$ cat config.mk
export PLATFORM = sky130hd
export DESIGN_NAME = io_intr_ctl
export DESIGN_NICKNAME = d
export VERILOG_FILES = /design/src/rtl/io_intr_ctl.sv
export SDC_FILE = /design/constraint.sdc
export NUM_CORES = 1
export LEC_CHECK = 0
export CAP_MARGIN = 30
export CORE_UTILIZATION = 29
export DETAILED_ROUTE_END_ITERATION = 10
export GPL_ROUTABILITY_DRIVEN = 1
export HOLD_SLACK_MARGIN = 0.03
export PLACE_DENSITY = 0.45
export SYNTH_ARGS = -nofsm -noshare
export SYNTH_HDL_FRONTEND = slang
export SYNTH_SLANG_ARGS = --single-unit
$ cat constraint.sdc
create_clock -name clk -period 2.7 [get_ports clk]
set_clock_uncertainty 0.15 [all_clocks]
set_input_delay 0.54 -clock clk [delete_from_list [all_inputs] [get_ports clk]]
set_output_delay 0.54 -clock clk [all_outputs]
set_load 0.02 [all_outputs]
$ cat src/rtl/io_intr_ctl.sv
// io_intr_ctl: NCH-channel I/O controller with per-channel input FIFOs, output registers
// and a prioritised, vectored interrupt request/acknowledge handshake.
module io_intr_ctl #(
    parameter int NCH    = 4,
    parameter int DW     = 8,
    parameter int FDEPTH = 4,
    parameter int SW     = 2
) (
    input  logic                clk,
    input  logic                com_rst_n,
    input  logic                en,
    input  logic [NCH-1:0]      fgi_bsy,
    input  logic [NCH*DW-1:0]   inpr_in,
    input  logic [NCH-1:0]      fgo_bsy,
    output logic [NCH*DW-1:0]   outr,
    input  logic [SW-1:0]       sel,
    input  logic                inp,
    output logic [DW-1:0]       inp_data,
    input  logic                out_ld,
    input  logic [DW-1:0]       out_data,
    output logic [NCH-1:0]      fgi,
    output logic [NCH-1:0]      fgo,
    output logic [NCH-1:0]      ovf,
    input  logic                ovf_clr,
    input  logic                imsk_ld,
    input  logic [2*NCH-1:0]    imsk_in,
    output logic [2*NCH-1:0]    imsk,
    input  logic                ien_set,
    input  logic                ien_clr,
    output logic                ien,
    output logic                intr_req,
    output logic [SW:0]         intr_vec,
    input  logic                intr_ack
);
    localparam int AW = $clog2(FDEPTH);
    typedef enum logic {IDLE, REQ} state_t;

    state_t                state_q;
    logic [NCH-1:0]        bsy_i_q, bsy_o_q, ovf_q, fgo_q;
    logic [NCH*DW-1:0]     outr_q;
    logic [2*NCH-1:0]      imsk_q, pend;
    logic                  ien_q, req_q, sel_ok;
    logic [SW:0]           vec_q, win;
    logic [AW-1:0]         wp_q [NCH];
    logic [AW-1:0]         rp_q [NCH];
    logic [AW:0]           cnt_q [NCH];
    logic [DW-1:0]         mem_q [NCH][FDEPTH];
    logic [NCH-1:0]        sel_k, rise_i, rise_o, full, pop, push_ok, ovf_set;

    assign sel_ok   = int'(sel) < NCH;
    assign rise_i   = fgi_bsy & ~bsy_i_q;
    assign rise_o   = fgo_bsy & ~bsy_o_q;
    assign outr     = outr_q;
    assign fgo      = fgo_q;
    assign ovf      = ovf_q;
    assign imsk     = imsk_q;
    assign ien      = ien_q;
    assign intr_req = req_q;
    assign intr_vec = vec_q;

    // A full FIFO still accepts a push when the same cycle pops it.
    always_comb begin
        inp_data = '0;
        win      = '0;
        for (int k = 0; k < NCH; k++) begin
            fgi[k]        = cnt_q[k] != '0;
            sel_k[k]      = sel_ok && sel == SW'(k);
            full[k]       = cnt_q[k] == (AW+1)'(FDEPTH);
            pop[k]        = en && inp && sel_k[k] && fgi[k];
            push_ok[k]    = en && rise_i[k] && (!full[k] || pop[k]);
            ovf_set[k]    = en && rise_i[k] && full[k] && !pop[k];
            pend[2*k]     = fgi[k] & imsk_q[2*k];
            pend[2*k+1]   = fgo_q[k] & imsk_q[2*k+1];
            if (sel_k[k] && fgi[k]) inp_data = mem_q[k][rp_q[k]];
        end
        for (int i = 2*NCH-1; i >= 0; i--)
            if (pend[i]) win = (SW+1)'(i);
    end

    always_ff @(posedge clk)
        for (int k = 0; k < NCH; k++)
            if (push_ok[k]) mem_q[k][wp_q[k]] <= inpr_in[k*DW +: DW];

    always_ff @(posedge clk or negedge com_rst_n) begin
        if (!com_rst_n) begin
            bsy_i_q <= '0;
            bsy_o_q <= '0;
            ovf_q   <= '0;
            fgo_q   <= '1;
            outr_q  <= '0;
            imsk_q  <= '0;
            ien_q   <= 1'b0;
            req_q   <= 1'b0;
            vec_q   <= '0;
            state_q <= IDLE;
            for (int k = 0; k < NCH; k++) begin
                wp_q[k]  <= '0;
                rp_q[k]  <= '0;
                cnt_q[k] <= '0;
            end
        end else if (en) begin
            bsy_i_q <= fgi_bsy;
            bsy_o_q <= fgo_bsy;
            imsk_q  <= imsk_ld ? imsk_in : imsk_q;
            ien_q   <= ien_set | (ien_q & ~ien_clr & ~intr_ack);
            for (int k = 0; k < NCH; k++) begin
                wp_q[k]  <= push_ok[k] ? wp_q[k] + AW'(1) : wp_q[k];
                rp_q[k]  <= pop[k] ? rp_q[k] + AW'(1) : rp_q[k];
                cnt_q[k] <= cnt_q[k] + (AW+1)'(push_ok[k]) - (AW+1)'(pop[k]);
                ovf_q[k] <= ovf_set[k] | (ovf_q[k] & ~(ovf_clr & sel_k[k]));
                fgo_q[k] <= rise_o[k] | (fgo_q[k] & ~(out_ld & sel_k[k]));
                if (out_ld && sel_k[k]) outr_q[k*DW +: DW] <= out_data;
            end
            if (state_q == IDLE) begin
                if (ien_q && |pend) begin
                    state_q <= REQ;
                    req_q   <= 1'b1;
                    vec_q   <= win;
                end
            end else if (intr_ack || (ien_clr && !ien_set)) begin
                state_q <= IDLE;
                req_q   <= 1'b0;
            end
        end
    end
endmodule
# Word-level counts from Yosys, hierarchy flattened
# Memory sizes are Yosys's and may differ from the RTL's.
# Cells that the tools add are included.
# classes
bitwise	58
n_shift	0
add_sub_neg	16
n_reduce_logical	75
muxes	46
eq_ne	8
order_cmp	12
mul	0
n_div	0
# ops
operator	count
$mux W32	4
$mux W8	16
$bmux W8 S2	4
$demux W8 S2	4
$logic_and A1 B1 Y1	39
$and A1 B1 Y1	26
$reduce_and A2 Y1	13
$ge A3 B3 Y1 const B	8
$mux W3	8
$not A2 Y3	8
$add A2 B1 Y2 const B	8
$add A3 B1 Y3	4
$eq A3 B3 Y1 const B	4
$lt A3 B1 Y1 const B	4
$reduce_bool A3 Y1	4
$sub A3 B1 Y3	4
$not A1 Y1	11
$mux W1	10
$logic_not A1 Y1	9
$or A1 B1 Y1	9
$and A4 B4 Y4	2
$not A4 Y4	2
$reduce_or A8 Y1	1
$reduce_and A3 Y1	2
other kinds (6)	11
# word_totals
mem_bits_ro	0
input_bits	68
latch_bits	0
word_cells	241
memories	1
ram_bits	128
register_bits	90
out_inout_bits	65
# memory_table
name	words	word_bits	rd	rd_clocked_by_memory_dff	write_ports	line_no	rtl
mem_q	4	32	4	0	4	47	logic [DW-1:0] mem_q [NCH][FDEPTH];

# Logic depth before layout (Yosys ltp)
# Gate-level depths: netlist of run 1.
# logic_depth
word_depth	9
ltp_mapped	12
depth_no_buf	12

# Worst setup path before layout of run 1
# Ideal clock, no wire load.
# synth_timing
path_type	input port to flip-flop
start	input sel[0]
end	register cnt_q[5] (netlist bit)
required_time_ns	2.426
setup_time_ns	0.124
path_buffers	1
path_stages	12
arrival_time_ns	2.403
setup_slack_ns	0.023
path_cell_list	buf_6 > nand2b_4 > o211ai_2 > nor2b_4 > inv_1 > ha_1 > inv_1 > ha_1 > fa_1 > xnor2_1 > nand2_1 > xnor2_1
# synth_between
elab_chain_len	7
# synth_lines
element	line_no	rtl
from (decl)	16	input logic [SW-1:0] sel,
$eq A2 B2 Y1 (*)	67	sel_k[k] = sel_ok && sel == SW'(k);
$logic_and A1 B1 Y1 (*) (2 in series)	69	pop[k] = en && inp && sel_k[k] && fgi[k];
$logic_or A1 B1 Y1	70	push_ok[k] = en && rise_i[k] && (!full[k] || pop[k]);
$logic_and A1 B1 Y1	70	
$add A3 B1 Y3	109	cnt_q[k] <= cnt_q[k] + (AW+1)'(push_ok[k]) - (AW+1)'(pop[k]);
$sub A3 B1 Y3 (*)	109	
to (signal, indexed assignment)	109	
to (decl)	46	logic [AW:0] cnt_q [NCH];
# Mark *: on every way between the ends. The rest lies on a longest branch, timed or not.
# A chain may end at the register's enable or synchronous reset.

# Final worst setup path of run 1
# layout_timing
start	register rp_q[6] (netlist bit)
end	output inp_data[2]
# layout_between
elab_chain_len	8
# layout_lines
element	line_no	rtl
from (decl)	45	logic [AW-1:0] rp_q [NCH];
from (signal, indexed assignment)	108	rp_q[k] <= pop[k] ? rp_q[k] + AW'(1) : rp_q[k];
$not A2 Y3 (not written as such)	74	if (sel_k[k] && fgi[k]) inp_data = mem_q[k][rp_q[k]];
$bmux W8 S2	74	
$mux W8 (not written as such) (2 in series)	74	
$mux W8 (4 in series)	74	
to (decl)	18	output logic [DW-1:0] inp_data,
# Every way passes these cells. The select of a mux whose other input is x is not followed.

==> impl_metrics.json, run 1 <==
{
  "cpMaxStageDelayCell": "mux4_2",
  "die_x_um": 180,
  "path_cells": "buf_6, mux4_2, a22oi_2, a21oi_1, buf_2",
  "end_kind": "primary output",
  "netlist_area_um2": 9200,
  "r2r-end": "cnt_q[5]$_DFFE_PN0P_",
  "synthTopCellsByArea": "edfxtp_1 42%, dfrtp_1 23%, mux4_2 7.8%",
  "p_clk_share_pct": 29.6,
  "async_flop_share_pct": 41.3,
  "grt_pass1_wl_mm": 34.0,
  "outcome": "finished, violations left",
  "grt-ovfl-total": 0,
  "critical-path-max-stage-delay_ns": 0.55,
  "cts.root.buffer_cell": "clkbuf_16",
  "fin_nets": 869,
  "area_growth_pct": 38.0,
  "routed-via-count": 5408,
  "rsz0062_at_grt": "yes",
  "drt-pass1-iter-count": 4,
  "finalHoldViolations": 0,
  "setup_slack_ns": -0.0564,
  "antenna_found_initial": 0,
  "synth_top_area_share_pct": 41.8,
  "netSwitchingPower_mw": 3.60,
  "grt_usage_pct": 13.6,
  "max-cap-violations": 0,
  "wl_per_cell_um": 18.4,
  "p_comb_share_pct": 32.0,
  "drive_above_1_share_pct": 30.9,
  "synth-seq-cells": 218,
  "numCtsBuffers": 26,
  "die_area_um2": 32400,
  "hold_class": "reg2reg",
  "synth-edff-count": 128,
  "row_count": 64,
  "fmax_mhz": 363,
  "grt_pass1_vias": 5875,
  "period_share_pct": 102,
  "hold_slack_ns": 0.280,
  "hold_start": "bsy_o_q[1]$_DFFE_PN0P_",
  "clock_latency_ns": 0.53,
  "core_um2": 30900,
  "wl_mm": 21.9,
  "startpoint_type": "register",
  "synth-main-ff-cell": "edfxtp_1",
  "cp.arrival_ns": 2.07,
  "worst_pin_slew_ns": 0.579,
  "failed_checks": "setup timing",
  "min_path_cells": 1,
  "viasPerCell": 4.55,
  "grt_max_degree": 38,
  "syn-num-nets": 649,
  "p_leak_nw": 4.87,
  "port-buffer-count": 132,
  "h-tree-depth": 1,
  "clk_pin_slew_ns": 0.06,
  "cts_buffer_depth": 3,
  "vdd_drop_max_uv": 423,
  "drtIter0Drc": 206,
  "r2r-start": "cnt_q[5]$_DFFE_PN0P_",
  "cp_max_fo": 4,
  "min_to": "fgo[1]$_DFFE_PN1P_",
  "critPathKind": "reg2out",
  "r2r_setup_slack_ns": 0.11,
  "powerDensity_nw_per_um2": 939,
  "p_sw_share_pct": 30.2,
  "ys_types": 56,
  "initial_utilization_pct": 29.7,
  "ant_nets": 0,
  "setup_viol": 8,
  "finalCriticalPeriod_ns": 2.76,
  "slew_headroom_pct": 61.1,
  "reg2regPathDepth": 10,
  "diodes": 0,
  "maxSlewViolCount": 0,
  "die_y_um": 180,
  "required_ns": 2.01,
  "cts_tree": "yes",
  "synth_area_per_cell_um2": 16.6,
  "seq_area_frac_synth_pct": 66.3,
  "synth_top_area_cell": "edfxtp_1",
  "dp_hpwl_mm": 16.0,
  "drc": 0,
  "power.internal_mw": 8.31,
  "gp_congestion": 0.766,
  "cts_sinks": 218,
  "synthCells": 553,
  "fin_util_pct": 41.1,
  "yosysWarnings": 0,
  "p_seq_share_pct": 38.3,
  "ios": 133
}
state kept, by name (all words and copies together) (netlist names), 8 cells and up:
| signal | cells |
|---|---|
| cnt_q | 12 |
| imsk | 8 |
| mem_q | 128 |
| outr | 32 |
| rp_q | 8 |
| wp_q | 8 |
cells by family (layout without fill, tap and decap cells):
family,count (synthesis),in the layout,share of synthesized area (%)
AND/OR/NAND/NOR,85,85,5.65
XOR/XNOR,20,20,1.91
multiplexers,84,84,14.6
AO/OA/AOI/OAI,69,69,5.02
buffers and inverters,49,289,2.37
flip-flops,218,218,66.3
adder cells (fa/ha/maj),28,28,4.14
synthesized netlist by cell type, drive strengths merged, types with 2 or more instances:
cell type  number
a21oi          11
a22oi           8
and2           17
and2b           3
buf            15
clkbuf          3
dfrtp          86
dfstp           4
edfxtp        128
fa              4
ha             24
inv            31
mux2           52
mux4           32
nand2          31
nand2b          2
nand3           2
nand3b          5
nand4           4
nor2            7
nor2b           3
nor3            5
o211ai          5
o21ai          22
o22ai           9
o311ai          2
o31ai           5
or3             2
xnor2          15
xor2            5
cell usage in the layout (no fill, tap or decap), drive strengths merged, types with 2 or more instances in the layout:
master,netlist,final
edfxtp,128,128
o211ai,5,5
nor2,7,7
fa,4,4
nand3,2,2
mux2,52,52
clkbuf,3,35
bufinv,0,4
and2b,3,3
xnor2,15,15
nor3,5,5
or3,2,2
clkdlybuf4s50,0,116
nor2b,3,3
nand2,31,31
mux4,32,32
xor2,5,5
o21ai,22,22
nand4,4,4
a21oi,11,11
inv,31,31
dlymetal6s2s,0,2
ha,24,24
dlygate4sd2,0,4
dfrtp,86,86
o311ai,2,2
nand2b,2,2
o22ai,9,9
nand3b,5,5
buf,15,87
a22oi,8,8
dfstp,4,4
clkinv,0,9
and2,17,17
o31ai,5,5
per-stage QoR:
stage	worst slack, ns	cells	setup TNS [ns]	instance area (um2)	power [mW]
2_1_floorplan	0.0233	553	0	9200	6.57
3_3_place_gp	-0.588	1139	-8.95	11700	8.35
3_5_place_dp	-0.689	1139	-10.27	11700	8.42
4_1_cts	-0.113	1189	-0.711	12600	12.1
5_1_grt	-0.130	1189	-0.918	12700	12.5
6_report	-0.0564	1189	-0.256	12700	11.9
layer usage:
metal,GRT usage [%],routed length (um),up-vias
li1,-,-,2521
met1,17.6,9710,2718
met2,22.3,10200,141
met3,4.20,1470,28
met4,3.45,498,0
met5,0,0,-
power groups by stage:
stage / Sequential, mW / Combinational [mW] / Clock [mW]
finish: 4.56 / 3.82 / 3.53
detailed placement: 4.61 / 3.81 / 0
CTS: 4.57 / 3.85 / 3.65
global placement: 4.58 / 3.76 / 0
global route: 4.64 / 4.14 / 3.76
floorplan: 4.69 / 1.88 / 0
critical path: cells and delay by family, from the launching register on:
family	cells	cell delay [ns]
flip-flops	1	0.42
multiplexers	1	0.55
AO/OA/AOI/OAI	2	0.23
buffers and inverters	2	0.33
worst max-delay path by stage:
stage,start,endpoint,slack [ns]
3_5_place_dp,sel[0],inp_data[6],-0.69
4_1_cts,rp_q[6]$_DFFE_PN0P_,inp_data[2],-0.11
2_1_floorplan,sel[0],cnt_q[5]$_DFFE_PN0P_,0.02
3_3_place_gp,sel[1],inp_data[2],-0.59
6_report,rp_q[6]$_DFFE_PN0P_,inp_data[2],-0.06
5_1_grt,rp_q[6]$_DFFE_PN0P_,inp_data[3],-0.13
what timing repair did:
action	CTS	global route
hold buffers	1	0
cloned	0	0
endpoints found under the hold margin	34	0
pin swaps	8	7
setup buffers	1	0
resized for setup	55	14
endpoints found under the setup margin	15	12
layout make-up:
type | instances | area [um2]
Clock buffer | 35 | 694
Clock inverter | 13 | 175
Fill cell | 2826 | 18200
Inverter | 31 | 116
Multi-Input combinational cell | 286 | 2970
Sequential cell | 218 | 6100
Tap cell | 396 | 495
Timing Repair Buffer | 210 | 2140
No activity file was read; power rests on OpenSTA's default activity.
==> inputs of run 2 (changes only) <==
--- a/config.mk
+++ b/config.mk
@@ -6,11 +6,14 @@
 export NUM_CORES = 1
 export LEC_CHECK = 0
 export CAP_MARGIN = 30
+export CELL_PAD_IN_SITES_DETAIL_PLACEMENT = 1
+export CELL_PAD_IN_SITES_GLOBAL_PLACEMENT = 1
 export CORE_UTILIZATION = 29
 export DETAILED_ROUTE_END_ITERATION = 10
 export GPL_ROUTABILITY_DRIVEN = 1
 export HOLD_SLACK_MARGIN = 0.03
-export PLACE_DENSITY = 0.45
+export MAX_ROUTING_LAYER = met4
+export PLACE_DENSITY_LB_ADDON = 0.1
 export SYNTH_ARGS = -nofsm -noshare
 export SYNTH_HDL_FRONTEND = slang
 export SYNTH_SLANG_ARGS = --single-unit
==> run 2 against run 1 <==
  * The run still ends with setup timing left
  * First-iteration DRC count fell by 17%
  * Clock power fell by 5%
  * Sequential power barely moved
  * Via count rose by 2.0%
  * Fmax rose by 0.87%
  * Combinational power barely moved
  * Critical path type unchanged
  * Critical endpoint is now inp_data[3]
  * Final cell count rose by 0.25%
==> impl_metrics.json, run 2 (same netlist as run 1, synthesis figures left out) <==
{
  "crit_top_cell": "buf_6",
  "die_y_um": 180,
  "viasPerCell": 4.63,
  "slew_headroom_pct": 55.4,
  "cts_tree": "yes",
  "dp_hpwl_mm": 16.2,
  "cts_buffer_depth": 3,
  "grt_pass1_vias": 6352,
  "maxSlewViolCount": 0,
  "wl_met2_mm": 11.5,
  "powerDensity_nw_per_um2": 925,
  "clock_latency_ns": 0.52,
  "path_cells": "buf_6, mux4_2, a22oi_2, a21oi_2, buf_6",
  "cp.arrival_ns": 2.04,
  "layout_common_cells": "128 x edfxtp_1, 117 x clkdlybuf4s50_1, 84 x dfrtp_1",
  "finalCriticalPeriod_ns": 2.73,
  "numCtsBuffers": 26,
  "outcome": "finished, violations left",
  "drc": 0,
  "wl_mm": 22.7,
  "fin_tns_setup_ns": -0.0830,
  "drtIter0Drc": 171,
  "cp_max_fo": 5,
  "grt_max_degree": 61,
  "antenna_found_initial": 3,
  "drive_above_1_share_pct": 31.9,
  "largest_reg_flops": 128,
  "cp_top_family": "multiplexers",
  "critPathKind": "reg2out",
  "ios": 133,
  "grt_pass1_wl_mm": 36.2,
  "finalHoldViolations": 0,
  "die_x_um": 180,
  "wl_met3_mm": 1.11,
  "failed_checks": "setup timing",
  "row_count": 64,
  "fmax_mhz": 366,
  "routed-via-count": 5516,
  "area_growth_pct": 38.5,
  "end_kind": "primary output",
  "required_ns": 2.01,
  "top_layer_used": "met4",
  "port-buffer-count": 132,
  "h-tree-depth": 1,
  "grt_usage_pct": 14.9,
  "max-cap-violations": 0,
  "core_um2": 30900,
  "ant_nets": 0,
  "rsz0062_at_grt": "yes",
  "initial_utilization_pct": 29.7,
  "gp_congestion": 0.770,
  "grt-ovfl-total": 0,
  "cpMaxStageDelayCell": "mux4_2",
  "fin_nets": 869,
  "die_area_um2": 32400,
  "setup_viol": 4,
  "cts_sinks": 218,
  "period_share_pct": 101,
  "hold_class": "reg2reg",
  "layout_commonest_cell": "edfxtp_1",
  "clk_pin_slew_ns": 0.06,
  "vdd_drop_max_uv": 410,
  "wl_per_cell_um": 19.0,
  "setup_slack_ns": -0.0325,
  "crit_buf_inv": 2,
  "drt-pass1-iter-count": 4,
  "drt-met1-wl_mm": 9.59,
  "worst_pin_slew_ns": 0.664,
  "p_leak_nw": 4.86,
  "cts.root.buffer_cell": "clkbuf_16",
  "critical-path-max-stage-delay_ns": 0.52,
  "power_mw": 11.8,
  "startpoint_type": "register"
}
[run 2: worst register-to-register path: stages, from the launching register on]
cell and delay [ns]:
dfrtp_1 0.40, o311ai_4 0.33, buf_6 0.20, buf_4 0.12
nor2_2 0.04, ha_1 0.27, inv_1 0.05, ha_1 0.18
fa_1 0.38, xnor2_1 0.16, nand2_1 0.09, xnor2_1 0.12
[run 2: power by group]
group          total [mW]  leakage [nW]  internal (mW)  switching, mW
Combinational        3.85          2.24           2.06           1.80
Clock                3.34         0.396           2.01           1.34
Sequential           4.58          2.22           4.11          0.472
[run 2: stage by stage]
stage / setup WS [ns] / util [%] / hold WS [ns] / instances / cell area (um2)
after floorplan: 0.0233 / - / 0.0944 / 553 / 9200
after CTS: -0.0927 / 41.1 / 0.278 / 1188 / 12700
after detailed placement: -0.877 / 37.9 / 0.282 / 1137 / 11700
final: -0.0325 / 41.2 / 0.275 / 1192 / 12700
after global placement: -0.759 / 37.9 / 0.263 / 1137 / 11700
after global routing: -0.126 / 41.2 / 0.301 / 1192 / 12700
[run 2: routing by layer]
metal | up-vias | GRT usage [%]
met5 | - | -
met4 | 0 | 3.79
met3 | 27 | 3.17
met2 | 123 | 25.5
met1 | 2835 | 17.8
li1 | 2531 | -
[run 2: worst paths after layout]
kind / start / end / slack, ns / cells after the start
max in group asynchronous: com_rst_n / fgo[0]$_DFFE_PN1P_ / 1.30 / 3
worst max-delay path: rp_q[4]$_DFFE_PN0P_ / inp_data[3] / -0.03 / 5
min in group asynchronous: com_rst_n / outr[7]$_DFFE_PN0P_ / 0.36 / 2
worst max register to register: cnt_q[2]$_DFFE_PN0P_ / cnt_q[2]$_DFFE_PN0P_ / 0.09 / 11
worst min-delay path: bsy_o_q[1]$_DFFE_PN0P_ / fgo[1]$_DFFE_PN1P_ / 0.28 / 1
worst min register to register: bsy_o_q[1]$_DFFE_PN0P_ / fgo[1]$_DFFE_PN1P_ / 0.28 / 1
[run 2: area by class of cell]
class,count,area (um2)
diodes,3,7.51
clock buffers,33,698
clock inverters,15,118
fillers,3098,18200
inverters,31,116
multi-input cells,286,3030
flip-flops and latches,218,6100
well taps,396,495
repair buffers,210,2170
[run 2: timing repair]
item,4_1_cts,5_1_grt
hold buffers,1,0
setup buffers,2,1
resized for setup,77,11
endpoints found under the setup margin,18,12
endpoints found under the hold margin,30,0
pin swaps,11,5
==> inputs of run 3 (changes only) <==
--- a/config.mk
+++ b/config.mk
@@ -14,6 +14,7 @@
 export HOLD_SLACK_MARGIN = 0.03
 export MAX_ROUTING_LAYER = met4
 export PLACE_DENSITY_LB_ADDON = 0.1
+export SLEW_MARGIN = 20
 export SYNTH_ARGS = -nofsm -noshare
 export SYNTH_HDL_FRONTEND = slang
 export SYNTH_SLANG_ARGS = --single-unit
==> results of run 3 <==
Final layout, timing and power as in run 2 (identical DEF).
